$ cat config.mk
export PLATFORM = sky130hd
export DESIGN_NAME = vmul_wb_collector
export DESIGN_NICKNAME = d
export VERILOG_FILES = /design/src/rtl/vmul_wb_collector.sv
export SDC_FILE = /design/constraint.sdc
export NUM_CORES = 1
export LEC_CHECK = 0
export CAP_MARGIN = 5
export CORE_MARGIN = 4
export CORE_UTILIZATION = 30
export DETAILED_ROUTE_END_ITERATION = 8
export GPL_ROUTABILITY_DRIVEN = 0
export GPL_TIMING_DRIVEN = 0
export PLACE_DENSITY = 0.56
export SLEW_MARGIN = 10
export SYNTH_ARGS = -nofsm -noshare
export SYNTH_HDL_FRONTEND = slang
export SYNTH_SLANG_ARGS = --single-unit
$ cat constraint.sdc
create_clock -name clk -period 1.8 [get_ports clk]
set_clock_uncertainty 0.05 [all_clocks]
set_input_delay 0.27 -clock clk [delete_from_list [all_inputs] [get_ports clk]]
set_output_delay 0.27 -clock clk [all_outputs]
set_load 0.02 [all_outputs]
$ cat src/rtl/vmul_wb_collector.sv
// Writeback collector for the multiplier: buffers scalar results for the scalar regfile port
// and serialises vector results into LANES-wide beats, skipping beats with an empty mask.
module vmul_wb_collector #(
  parameter int SOFT_THREAD = 8,
  parameter int LANES       = 4,
  parameter int XLEN        = 32,
  parameter int REGIDX      = 5,
  parameter int REGEXT      = 2,
  parameter int DEPTH_WARP  = 2,
  localparam int NBEAT      = SOFT_THREAD / LANES,
  localparam int BW         = (NBEAT > 1) ? $clog2(NBEAT) : 1,
  localparam int IW         = REGIDX + REGEXT
) (
  input  logic                        clk,
  input  logic                        rst_n,
  input  logic                        outx_valid_i,
  output logic                        outx_ready_o,
  input  logic [XLEN-1:0]             outx_wb_wxd_rd_i,
  input  logic                        outx_wxd_i,
  input  logic [IW-1:0]               outx_reg_idwx_i,
  input  logic [DEPTH_WARP-1:0]       outx_warp_id_i,
  input  logic                        outv_valid_i,
  output logic                        outv_ready_o,
  input  logic [SOFT_THREAD*XLEN-1:0] outv_wb_wxd_rd_i,
  input  logic [SOFT_THREAD-1:0]      outv_wvd_mask_i,
  input  logic                        outv_wvd_i,
  input  logic [IW-1:0]               outv_reg_idxw_i,
  input  logic [DEPTH_WARP-1:0]       outv_warp_id_i,
  output logic                        x_wr_valid_o,
  input  logic                        x_wr_ready_i,
  output logic [XLEN-1:0]             x_wr_data_o,
  output logic [IW-1:0]               x_wr_idx_o,
  output logic [DEPTH_WARP-1:0]       x_wr_wid_o,
  output logic                        v_wr_valid_o,
  input  logic                        v_wr_ready_i,
  output logic [LANES*XLEN-1:0]       v_wr_data_o,
  output logic [LANES-1:0]            v_wr_mask_o,
  output logic [BW-1:0]               v_wr_beat_o,
  output logic                        v_wr_last_o,
  output logic [IW-1:0]               v_wr_idx_o,
  output logic [DEPTH_WARP-1:0]       v_wr_wid_o,
  output logic                        busy_o
);

  localparam int BEAT_W = LANES * XLEN;

  typedef enum logic {IDLE, SEND} state_e;

  // Scalar one-entry buffer
  logic                  x_full_q, x_full_d;
  logic [XLEN-1:0]       x_data_q, x_data_d;
  logic [IW-1:0]         x_idx_q, x_idx_d;
  logic [DEPTH_WARP-1:0] x_wid_q, x_wid_d;
  logic                  x_accept;

  assign outx_ready_o = !x_full_q || x_wr_ready_i;
  assign x_accept     = outx_valid_i && outx_ready_o;
  assign x_wr_valid_o = x_full_q;
  assign x_wr_data_o  = x_data_q;
  assign x_wr_idx_o   = x_idx_q;
  assign x_wr_wid_o   = x_wid_q;

  // NOTE: every always_comb output gets a default first so no path leaves it unassigned (no latch).
  always_comb begin
    x_full_d = x_full_q;
    x_data_d = x_data_q;
    x_idx_d  = x_idx_q;
    x_wid_d  = x_wid_q;
    if (x_full_q && x_wr_ready_i) x_full_d = 1'b0;
    if (x_accept && outx_wxd_i) begin
      x_full_d = 1'b1;
      x_data_d = outx_wb_wxd_rd_i;
      x_idx_d  = outx_reg_idwx_i;
      x_wid_d  = outx_warp_id_i;
    end
  end

  // Vector beat serialiser
  state_e                  state_q, state_d;
  logic [SOFT_THREAD*XLEN-1:0] v_data_q, v_data_d;
  logic [SOFT_THREAD-1:0]  v_mask_q, v_mask_d;
  logic [IW-1:0]           v_idx_q, v_idx_d;
  logic [DEPTH_WARP-1:0]   v_wid_q, v_wid_d;
  logic [BW-1:0]           beat_q, beat_d;
  logic [NBEAT-1:0]        held_nz, in_nz;
  logic [BW-1:0]           next_beat, first_beat;
  logic                    v_accept;

  always_comb begin
    for (int b = 0; b < NBEAT; b++) begin
      held_nz[b] = |v_mask_q[b*LANES +: LANES];
      in_nz[b]   = |outv_wvd_mask_i[b*LANES +: LANES];
    end
  end

  // Descending scans so the lowest qualifying beat wins.
  always_comb begin
    next_beat   = beat_q;
    v_wr_last_o = 1'b1;
    first_beat  = '0;
    for (int b = NBEAT - 1; b >= 0; b--) begin
      if (held_nz[b] && (b > int'(beat_q))) begin
        next_beat   = BW'(b);
        v_wr_last_o = 1'b0;
      end
      if (in_nz[b]) first_beat = BW'(b);
    end
  end

  always_comb begin
    v_wr_data_o = '0;
    v_wr_mask_o = '0;
    for (int b = 0; b < NBEAT; b++) begin
      if (beat_q == BW'(b)) begin
        v_wr_data_o = v_data_q[b*BEAT_W +: BEAT_W];
        v_wr_mask_o = v_mask_q[b*LANES +: LANES];
      end
    end
  end

  assign v_wr_valid_o = (state_q == SEND);
  assign outv_ready_o = (state_q == IDLE) || (v_wr_valid_o && v_wr_ready_i && v_wr_last_o);
  assign v_accept     = outv_valid_i && outv_ready_o;
  assign v_wr_beat_o  = beat_q;
  assign v_wr_idx_o   = v_idx_q;
  assign v_wr_wid_o   = v_wid_q;
  assign busy_o       = x_full_q || v_wr_valid_o;

  always_comb begin
    state_d  = state_q;
    v_data_d = v_data_q;
    v_mask_d = v_mask_q;
    v_idx_d  = v_idx_q;
    v_wid_d  = v_wid_q;
    beat_d   = beat_q;
    if (v_wr_valid_o && v_wr_ready_i) begin
      if (v_wr_last_o) state_d = IDLE;
      else             beat_d  = next_beat;
    end
    // A same-cycle accept overrides the return to IDLE after the last beat.
    if (v_accept) begin
      v_data_d = outv_wb_wxd_rd_i;
      v_mask_d = outv_wvd_mask_i;
      v_idx_d  = outv_reg_idxw_i;
      v_wid_d  = outv_warp_id_i;
      beat_d   = first_beat;
      state_d  = (outv_wvd_i && |in_nz) ? SEND : IDLE;
    end
  end

  // NOTE: payload registers are plain flops, not a memory array, so clearing them on reset is cheap.
  always_ff @(posedge clk) begin
    // NOTE: sequential state uses non-blocking assignments so all flops update from pre-edge values.
    if (!rst_n) begin
      x_full_q <= 1'b0;
      x_data_q <= '0;
      x_idx_q  <= '0;
      x_wid_q  <= '0;
      state_q  <= IDLE;
      v_data_q <= '0;
      v_mask_q <= '0;
      v_idx_q  <= '0;
      v_wid_q  <= '0;
      beat_q   <= '0;
    end else begin
      x_full_q <= x_full_d;
      x_data_q <= x_data_d;
      x_idx_q  <= x_idx_d;
      x_wid_q  <= x_wid_d;
      state_q  <= state_d;
      v_data_q <= v_data_d;
      v_mask_q <= v_mask_d;
      v_idx_q  <= v_idx_d;
      v_wid_q  <= v_wid_d;
      beat_q   <= beat_d;
    end
  end

endmodule

# [Word-level counts from Yosys, hierarchy flattened]
# Cells that the tools add are included.
[totals] regBits=317 input_bits=322 word_cells=48
[op_classes] n_lt_le_gt_ge=1 eq_ne=1 n_mux=14 n_bitwise=1 n_reduce_logical=21
[op_table] operator="$mux W128" n=1
[op_table] operator="$mux W1" n=12
[op_table] operator="$reduce_or A4 Y1" n=3
[op_table] operator="$logic_and A1 B1 Y1" n=8
[op_table] operator="$reduce_or A8 Y1" n=1
[op_table] operator="$reduce_bool A2 Y1" n=3
[op_table] operator="$mux W4" n=1
[op_table] operator="$reduce_and A2 Y1" n=2
[op_table] operator="$logic_or A1 B1 Y1" n=3
[op_table] operator="$ne A2 B2 Y1 const B" n=1
[op_table] operator="$gt A1 B1 Y1 const A" n=1
[op_table] operator="$logic_not A1 Y1" n=1
[op_table] operator="$not A1 Y1" n=1

# [Logic depth before layout (Yosys ltp)]
# Gate-level depths: netlist of the first run.
[depth] ltp_word=8 mapped_depth=7 depth_no_buf=4

# [Worst setup path before layout of the first run]
# OpenSTA, ideal clock, no wires.
[synth_path] path_kind="reg-to-output" startpoint="register beat_q (netlist: v_wr_beat_o)" endpoint="output port v_wr_data_o[100]" arrival_time_ns=1.549 path_slack_ns=-0.069 stages_incl_launch_ff=5 cell_sequence="dfxtp_1 -> buf_2 -> clkbuf_1 -> buf_2 -> mux2_2"
[synth_via] elab_chain_cells=1
[synth_rtl] item="start, declared" line_no="84" rtl="logic [BW-1:0] beat_q, beat_d;"
[synth_rtl] item="start signal, assigned" line_no="175" rtl="beat_q <= beat_d;"
[synth_rtl] item="$mux W128" line_no="114" rtl="if (beat_q == BW'(b)) begin"
[synth_rtl] item="end, declared" line_no="36" rtl="output logic [LANES*XLEN-1:0] v_wr_data_o,"
# Every way passes these cells.

# [Worst setup path in the final report of the first run]
[layout_path] startpoint="register beat_q (netlist: v_wr_beat_o)" endpoint="output port v_wr_data_o[118]"
# Same word-level chain as after synthesis.

==> impl_metrics.csv, run 1 <==
group,metric,value,unit
yosys,avgSynthCellArea,9.31,sq um
clock_network,clockBufferDepth,3,
yosys,ys_types,26,
timing,fmax,0.452,GHz
layout,fill_cells,4373,
die,die_area,51400,sq um
min_path,hold_path_depth,3,
die,ioPinCount,511,
critical_path,cp_top_family,"buffers and inverters",
critical_path,crit_path_end_kind,"output port",
clock_network,cts.clk_slew.worst_paths,0.06,ns
critical_path,max_stage_delay,0.33,ns
layout,layout.nets,2475,
yosys,yosysSeqAreaShare,44.2,%
grt,first_global_vias,13600,
die,fp.coreArea,47000,sq um
drt,wl,59200,um
yosys,yosys-top-cells-count,"nand2_1, dfxtp_1, mux2i_1",
yosys,ys_seq_elements,317,
yosys,yosysMostFrequentCell,"nand2_1",
pwr,vdd_drop_max,0.552,mV
placement,hpwlAfterDp,41600,um
drt,detail-route-antenna-nets,0,
timing,slew_headroom,17.2,%
pwr,p_leak,0.0105,uW
clock_network,numCtsBuffers,38,
min_path,hold_path_class,"in -> reg",
drt,vias,13200,
yosys,syn_inst,1541,
drt,remaining_drc_errors,0,
grt,antenna_found_initial,15,
clock_network,cts-root-buf,"clkbuf_16",
clock_network,cts_hold_buf,0,
placement,port_buffers,509,
critical_path,start_kind,"register",
die,fp.dieH,227,um
die,initial_core_util,30.6,%
min_path,hold_path.startpoint,"rst_n",
outcome,violations,"setup timing",
critical_path,crit_path_top_delay_cell,"dfxtp_2",
clock_network,clkLatencyLatePin,0.54,ns
critical_path,setup.worst_path.class,"reg -> out",
clock_network,cts_tree,"built",
yosys,synth_edf_count,0,
yosys,synthFlopType,"dfxtp_1",
timing,final_hold_viol_count,0,
job,drv_cap,0,
die,num_rows,79,
yosys,async_reset_ff_share,0,%
critical_path,required,1.48,ns
grt,grt_use_total,20.9,%
yosys,syn-num-nets,1863,
timing,tightest_slew,1.24,ns
timing,period_share,123,%
timing,worst_slack,-0.411,ns
yosys,synth_area_leaders,"dfxtp_1, mux2i_1, nand2_1",
critical_path,crit_start,"v_wr_beat_o",
critical_path,rr_worst_depth,8,
yosys,syn_area,14400,sq um
timing,finalSetupViolCount,408,
drt,post_drt_wl_per_cell,21.2,um
clock_network,htreeDepth,2,
yosys,yosysTopAreaCell,"dfxtp_1",
critical_path,r2r_start,"v_mask_q[7]",
drt,dr.pass1.iters,5,
layout,drive_gt1_share,20.8,%
clock_network,cts.sinks,317,
drt,dr.first_iter.drc_count,480,
placement,dp.cells,2657,
grt,grt_start_max_net_pins,16,
die,die_w,227,um
outcome,status,"finished with violations",
layout,design_area,23500,sq um
drt,viasPerCell,4.71,
critical_path,worst-path-max-fanout,6,
layout,final_cell_count_no_fill,2798,
critical_path,path_cells,"buf_12 -> buf_4 -> clkbuf_16 -> buf_16 -> mux2_4 -> buf_6",
timing,report.final.slew_viol_count,0,
timing,period_minus_slack,2.21,ns
critical_path,cp_num_buf_inv,5,
critical_path,crit_arrival,1.89,ns
timing,rsz0062_at_grt,"true",
grt,grt_pass1_wl,82000,um
yosys,synth_top_area_share,44.2,%
layout,area_delta_synth_final,63.6,%
grt,grt.overflow.total,0,
placement,place_area,20200,sq um
critical_path,crit_cells,6,
pwr,power_density,879,nW/um^2
yosys,yosysWarnings,0,
timing repair:
item,in CTS,in global routing
resized for setup,858,168
buffers inserted,7,17
endpoints found under the setup margin,437,431
cloned,8,33
pin swaps,1,3
tightest hold or removal path, stage by stage:
cell and delay, ns:
clkbuf_1 0.14, clkinv_1 0.19, a21oi_1 0.06
worst paths after layout:
path | to | slack, ns
hold reg to reg | v_data_q[177] | 0.40
hold / removal | x_wr_data_o[1] | 0.12
setup reg to reg | v_data_q[169] | -0.18
setup / recovery | v_wr_data_o[118] | -0.41
per-stage QoR:
step	setup WS, ns	power, uW	hold WS (ns)	TNS, ns	utilization, %
after CTS	-0.459	20200	0.0973	-87.09	46.9
after floorplan	0.0422	10200	0.362	0	-
after global routing	-0.472	21400	0.161	-111.11	50.0
final	-0.411	20600	0.124	-80.15	50.0
after global placement	-0.875	12300	0.389	-217.20	43.0
after detailed placement	-0.902	12300	0.396	-229.50	43.0
state kept, by name, indices dropped and copies added (netlist names), 2 cells and up:
signal       flops
v_mask_q         8
x_wr_wid_o       2
x_wr_data_o     32
x_wr_idx_o       7
v_wr_wid_o       2
v_wr_idx_o       7
v_data_q       256
per-layer routing:
metal	track usage (%)	vias up	part of all wire [%]
met4	6.93	4	2.4
met2	36.5	383	50
met1	24.1	6329	40
met5	0	-	0.047
li1	-	6396	-
met3	6.63	79	7.5
layout make-up:
type                    instances  area (sq um)  share of cell area, %
multi-input cells            1094          7420                   31.6
repair buffers                574          6450                   27.5
flip-flops and latches        317          6350                   27.1
plain buffers                 126          1250                   5.31
clock buffers                  59          1130                   4.82
well taps                     607           759                   3.23
clock inverters                 6          61.3                  0.261
diodes                         13          32.5                  0.139
inverters                       2          12.5                 0.0533
where the power goes:
group | internal [uW] | switching (uW)
sequential | 7550 | 285
clock | 4450 | 3070
combinational | 2950 | 2330
total | 14900 | 5690
placed cells by master (no fill, tap or decap), drive strengths merged, types with 8 or more instances in the layout:
cell,Yosys,layout
clkbuf,89,183
mux2,132,132
mux2i,273,273
buf,39,195
nand2,548,548
dfxtp,317,317
dlymetal6s2s,0,27
clkdlybuf4s15,0,8
clkdlybuf4s50,0,320
dlygate4sd2,0,26
a21oi,44,44
o21ai,41,41
diode,0,13
nand3,41,41
kinds of logic (layout without fill, tap and decap cells):
logic type,count (synthesis),in the layout,synth area share [%]
DFF,317,317,44.2
buffers and inverters,130,767,6.83
and+or+nand+nor,600,600,16.4
muxes,405,405,29.4
other,0,13,0
AOI/OAI and AO/OA,89,89,3.20
Note: power is estimated with default switching activity, not from simulation.
==> run 2: changes to the inputs <==
MAX_ROUTING_LAYER = met4   (was default)
==> impl_metrics.csv, run 2 (synthesized netlist as in run 1, its figures left out) <==
group,metric,value,unit
job,drv_cap,0,
placement,port_buffers,509,
timing,slew_headroom,15.2,%
placement,hpwlAfterDp,41600,um
grt,antenna_found_initial,15,
grt,first_global_vias,13600,
grt,grt_start_max_net_pins,16,
layout,final_cell_mix,"nand2_1, clkdlybuf4s50_1, dfxtp_1",
clock_network,cts.sinks,317,
clock_network,cts-root-buf,"clkbuf_16",
timing,worst_slack,-0.414,ns
timing,fmax,0.452,GHz
drt,dr.first_iter.drc_count,503,
layout,fill_cells,4369,
clock_network,clkLatencyLatePin,0.54,ns
clock_network,cts.clk_slew.worst_paths,0.06,ns
placement,dp_slack,-0.902,ns
grt,grt.overflow.total,0,
layout,largest_reg_flops,256,
die,fp.dieH,227,um
critical_path,max_stage_delay,0.33,ns
timing,rsz0062_at_grt,"true",
layout,layout.nets,2474,
die,die_w,227,um
timing,period_share,123,%
min_path,hold_path_class,"in -> reg",
drt,remaining_drc_errors,0,
die,ioPinCount,511,
critical_path,path_cells,"buf_12 -> buf_4 -> clkbuf_16 -> buf_16 -> mux2_4 -> buf_6",
timing,finalSetupViolCount,408,
layout,layout.area.seq,6350,sq um
die,num_rows,79,
critical_path,crit_path_end_kind,"output port",
critical_path,setup.worst_path.class,"reg -> out",
layout,drive_gt1_share,20.7,%
clock_network,cts_tree,"built",
outcome,violations,"setup timing",
critical_path,worst-path-max-fanout,6,
die,initial_core_util,30.6,%
critical_path,start_kind,"register",
pwr,power_density,880,nW/um^2
layout,multi_input_area,7420,sq um
drt,dr.pass1.iters,5,
drt,post_drt_wl_per_cell,21.1,um
drt,viasPerCell,4.71,
critical_path,crit_arrival,1.89,ns
grt,grt_pass1_wl,81800,um
layout,final_common_cell,"nand2_1",
layout,area_delta_synth_final,63.3,%
clock_network,htreeDepth,2,
outcome,status,"finished with violations",
pwr,vdd_drop_max,0.553,mV
drt,wl,59000,um
die,die_area,51400,sq um
drt,vias,13200,
pwr,p_leak,0.0104,uW
layout,top_register,"v_data_q",
timing,final_hold_viol_count,0,
clock_network,numCtsBuffers,38,
drt,detail-route-antenna-nets,0,
timing,report.final.slew_viol_count,0,
critical_path,required,1.48,ns
timing,period_minus_slack,2.21,ns
timing,tightest_slew,1.27,ns
grt,grt_use_total,21.5,%
pwr,power.total,20600,uW
critical_path,crit_path_top_delay_cell,"dfxtp_2",
die,fp.coreArea,47000,sq um
clock_network,clockBufferDepth,3,
-- run 2: worst max-delay path, delay by kind of cell, from the launching register on --
family   cells  cell delay [ns]
flops        1             0.33
buf+inv      5             0.70
mux          1             0.31
-- run 2: stage by stage --
stage | TNS, ns | utilization [%] | std cells | area, sq um | hold WS [ns]
floorplan | 0 | - | 1541 | 14400 | 0.362
global placement | -217.20 | 43.0 | 2657 | 20200 | 0.389
detailed placement | -229.50 | 43.0 | 2657 | 20200 | 0.396
CTS | -87.09 | 46.9 | 2736 | 22000 | 0.0973
global route | -111.79 | 49.9 | 2799 | 23400 | 0.147
finish | -83.46 | 49.9 | 2800 | 23400 | 0.119
-- run 2: what timing repair did --
action,CTS,global route
endpoints found under the setup margin,437,431
buffers inserted,7,17
hold buffers,0,0
cloned,8,32
pin swaps,1,3
resized for setup,858,160
-- run 2: where the power goes --
part,leakage (uW),internal [uW],switching [uW]
registers,0.00261,7550,285
clock network,0.000583,4450,3070
logic,0.00726,2930,2330
total,0.0104,14900,5680
-- run 2: cell type report --
type	count	share of cell area (%)
Sequential cell	317	27.1
Clock inverter	6	0.262
Inverter	2	0.0534
Clock buffer	59	4.83
Multi-Input combinational cell	1094	31.6
Tap cell	607	3.24
Buffer	126	5.30
Timing Repair Buffer	573	27.4
Antenna cell	16	0.171
-- run 2: per-layer routing --
metal	track usage [%]	wire length (um)	share of wire, %	up-vias
li1	-	-	-	6391
met1	24.3	24100	41	6306
met2	36.6	29400	50	397
met3	6.28	4160	7.0	80
met4	6.93	1410	2.4	0
met5	-	0	0	-
-- run 2: worst paths after layout --
path                               startpoint          endpoint  slack [ns]  depth (start not counted)
worst max-delay path              v_wr_beat_o  v_wr_data_o[118]       -0.41                          6
worst min-delay path                    rst_n    x_wr_data_o[1]        0.12                          3
worst max register to register    v_mask_q[7]     v_data_q[169]       -0.20                          8
worst min register to register  v_data_q[177]     v_data_q[177]        0.41                          2
==> run 3: changes to the inputs <==
REMOVE_ABC_BUFFERS = 1   (was default)
==> impl_metrics.csv, run 3 (synthesized netlist as in run 1, its figures left out) <==
group,metric,value,unit
placement,port_buffers,510,
drt,remaining_drc_errors,0,
timing,period_minus_slack,2.35,ns
grt,grt.overflow.total,0,
drt,wl,55500,um
die,fp.coreArea,47000,sq um
timing,fin_hold_ws,0.114,ns
timing,fmax,0.426,GHz
placement,place_area,19700,sq um
timing,final_hold_viol_count,0,
timing,tightest_slew,0.824,ns
critical_path,r2r_start,"v_wr_beat_o",
timing,report.final.slew_viol_count,0,
layout,layout.nets,2471,
clock_network,clockBufferDepth,3,
die,die_area,51400,sq um
layout,fill_cells,4264,
pwr,vdd_drop_max,0.753,mV
drt,viasPerCell,4.69,
drt,dr.pass1.iters,5,
drt,post_drt_wl_per_cell,19.9,um
timing,rsz0062_at_grt,"true",
layout,drive_gt1_share,24.0,%
clock_network,clkLatencyLatePin,0.53,ns
layout,design_area,23900,sq um
pwr,power_density,868,nW/um^2
grt,grt_pass1_wl,70700,um
clock_network,cts-root-buf,"clkbuf_16",
drt,vias,13100,
outcome,violations,"setup timing",
placement,hpwlAfterDp,31700,um
critical_path,crit_path_end_kind,"output port",
timing,slew_headroom,45.1,%
layout,final_cell_mix,"nand2_1, clkdlybuf4s50_1, dfxtp_1",
clock_network,htreeDepth,2,
die,die_w,227,um
layout,largest_reg_flops,256,
critical_path,required,1.48,ns
layout,top_register,"v_data_q",
die,ioPinCount,511,
timing,tns,-84.82,ns
clock_network,cts.clk_slew.worst_paths,0.05,ns
critical_path,start_kind,"register",
grt,grt_start_max_net_pins,154,
critical_path,rr_worst_depth,9,
clock_network,numCtsBuffers,39,
clock_network,cts.sinks,317,
layout,final_common_cell,"nand2_1",
die,num_rows,79,
timing,finalSetupViolCount,357,
critical_path,endpoint,"v_wr_data_o[34]",
outcome,status,"finished with violations",
grt,antenna_found_initial,6,
critical_path,crit_start,"v_wr_beat_o",
pwr,p_leak,0.0111,uW
clock_network,cts_tree,"built",
critical_path,rrSetupSlack,-0.24,ns
die,initial_core_util,30.6,%
job,drv_cap,0,
critical_path,rr_endpoint,"v_wr_idx_o[6]",
critical_path,worst-path-max-fanout,5,
critical_path,setup.worst_path.class,"reg -> out",
timing,period_share,130,%
pwr,power.total,20800,uW
grt,grt_use_total,18.0,%
critical_path,crit_arrival,2.03,ns
die,fp.dieH,227,um
drt,detail-route-antenna-nets,0,
drt,dr.first_iter.drc_count,632,
min_path,hold_path_class,"in -> reg",
layout,area_delta_synth_final,66.7,%
timing,worst_slack,-0.547,ns
grt,first_global_vias,12600,
-- run 3: timing repair --
| item | 4_1_cts | 5_1_grt |
|---|---|---|
| resized for setup | 421 | 610 |
| pin swaps | 1 | 2 |
| gates cloned | 12 | 50 |
| endpoints found under the setup margin | 496 | 494 |
| hold buffers | 0 | 0 |
| setup buffers | 21 | 91 |
-- run 3: worst max-delay path, stage by stage, from the launching register on --
cell and delay [ns]:
dfxtp_4 0.37, buf_12 0.14, buf_16 0.14, buf_12 0.13
buf_16 0.13, buf_12 0.13, mux2_4 0.30, buf_6 0.13
-- run 3: how the worst min path moves through the flow --
stage	start	endpoint	slack (ns)	depth (start not counted)
2_1_floorplan	outv_wb_wxd_rd_i[0]	v_data_q[0]	0.36	2
3_3_place_gp	v_data_q[237]	v_data_q[237]	0.39	2
3_5_place_dp	v_data_q[218]	v_data_q[218]	0.39	2
4_1_cts	rst_n	v_data_q[216]	0.18	3
5_1_grt	rst_n	v_data_q[216]	0.14	3
6_report	rst_n	v_data_q[10]	0.11	3
-- run 3: per-stage QoR --
stage	cells	worst slack [ns]	utilization, %
2_1_floorplan	1413	-10.44	-
3_3_place_gp	2530	-20.62	41.0
3_5_place_dp	2544	-0.954	41.9
4_1_cts	2645	-0.645	45.5
5_1_grt	2789	-0.600	50.9
6_report	2791	-0.547	50.9
-- run 3: cell type report --
cell class / instances / area [sq um] / share of cell area, %
tap: 607 / 759 / 3.17
inverter: 2 / 36.3 / 0.152
clock inverter: 3 / 15.0 / 0.0628
clock buffer: 65 / 1190 / 4.96
sequential: 317 / 6350 / 26.6
multi-input combinational: 1094 / 7380 / 30.9
timing repair inverter: 2 / 32.5 / 0.136
timing repair buffer: 693 / 8140 / 34.0
antenna: 8 / 20.0 / 0.0837
-- run 3: report_power, final --
group          switching, uW  total, uW  internal (uW)
Combinational           2320       5380           3070
Clock                   3080       7550           4460
Sequential               279       7830           7550
Total                   5680      20800          15100
-- run 3: routing by layer --
| layer | part of all wire [%] | global-route usage [%] | routed length [um] |
|---|---|---|---|
| met5 | 0 | - | 0 |
| met1 | 41 | 20.2 | 22800 |
| met3 | 8.4 | 6.62 | 4660 |
| met2 | 48 | 29.5 | 26500 |
| met4 | 2.7 | 6.72 | 1520 |
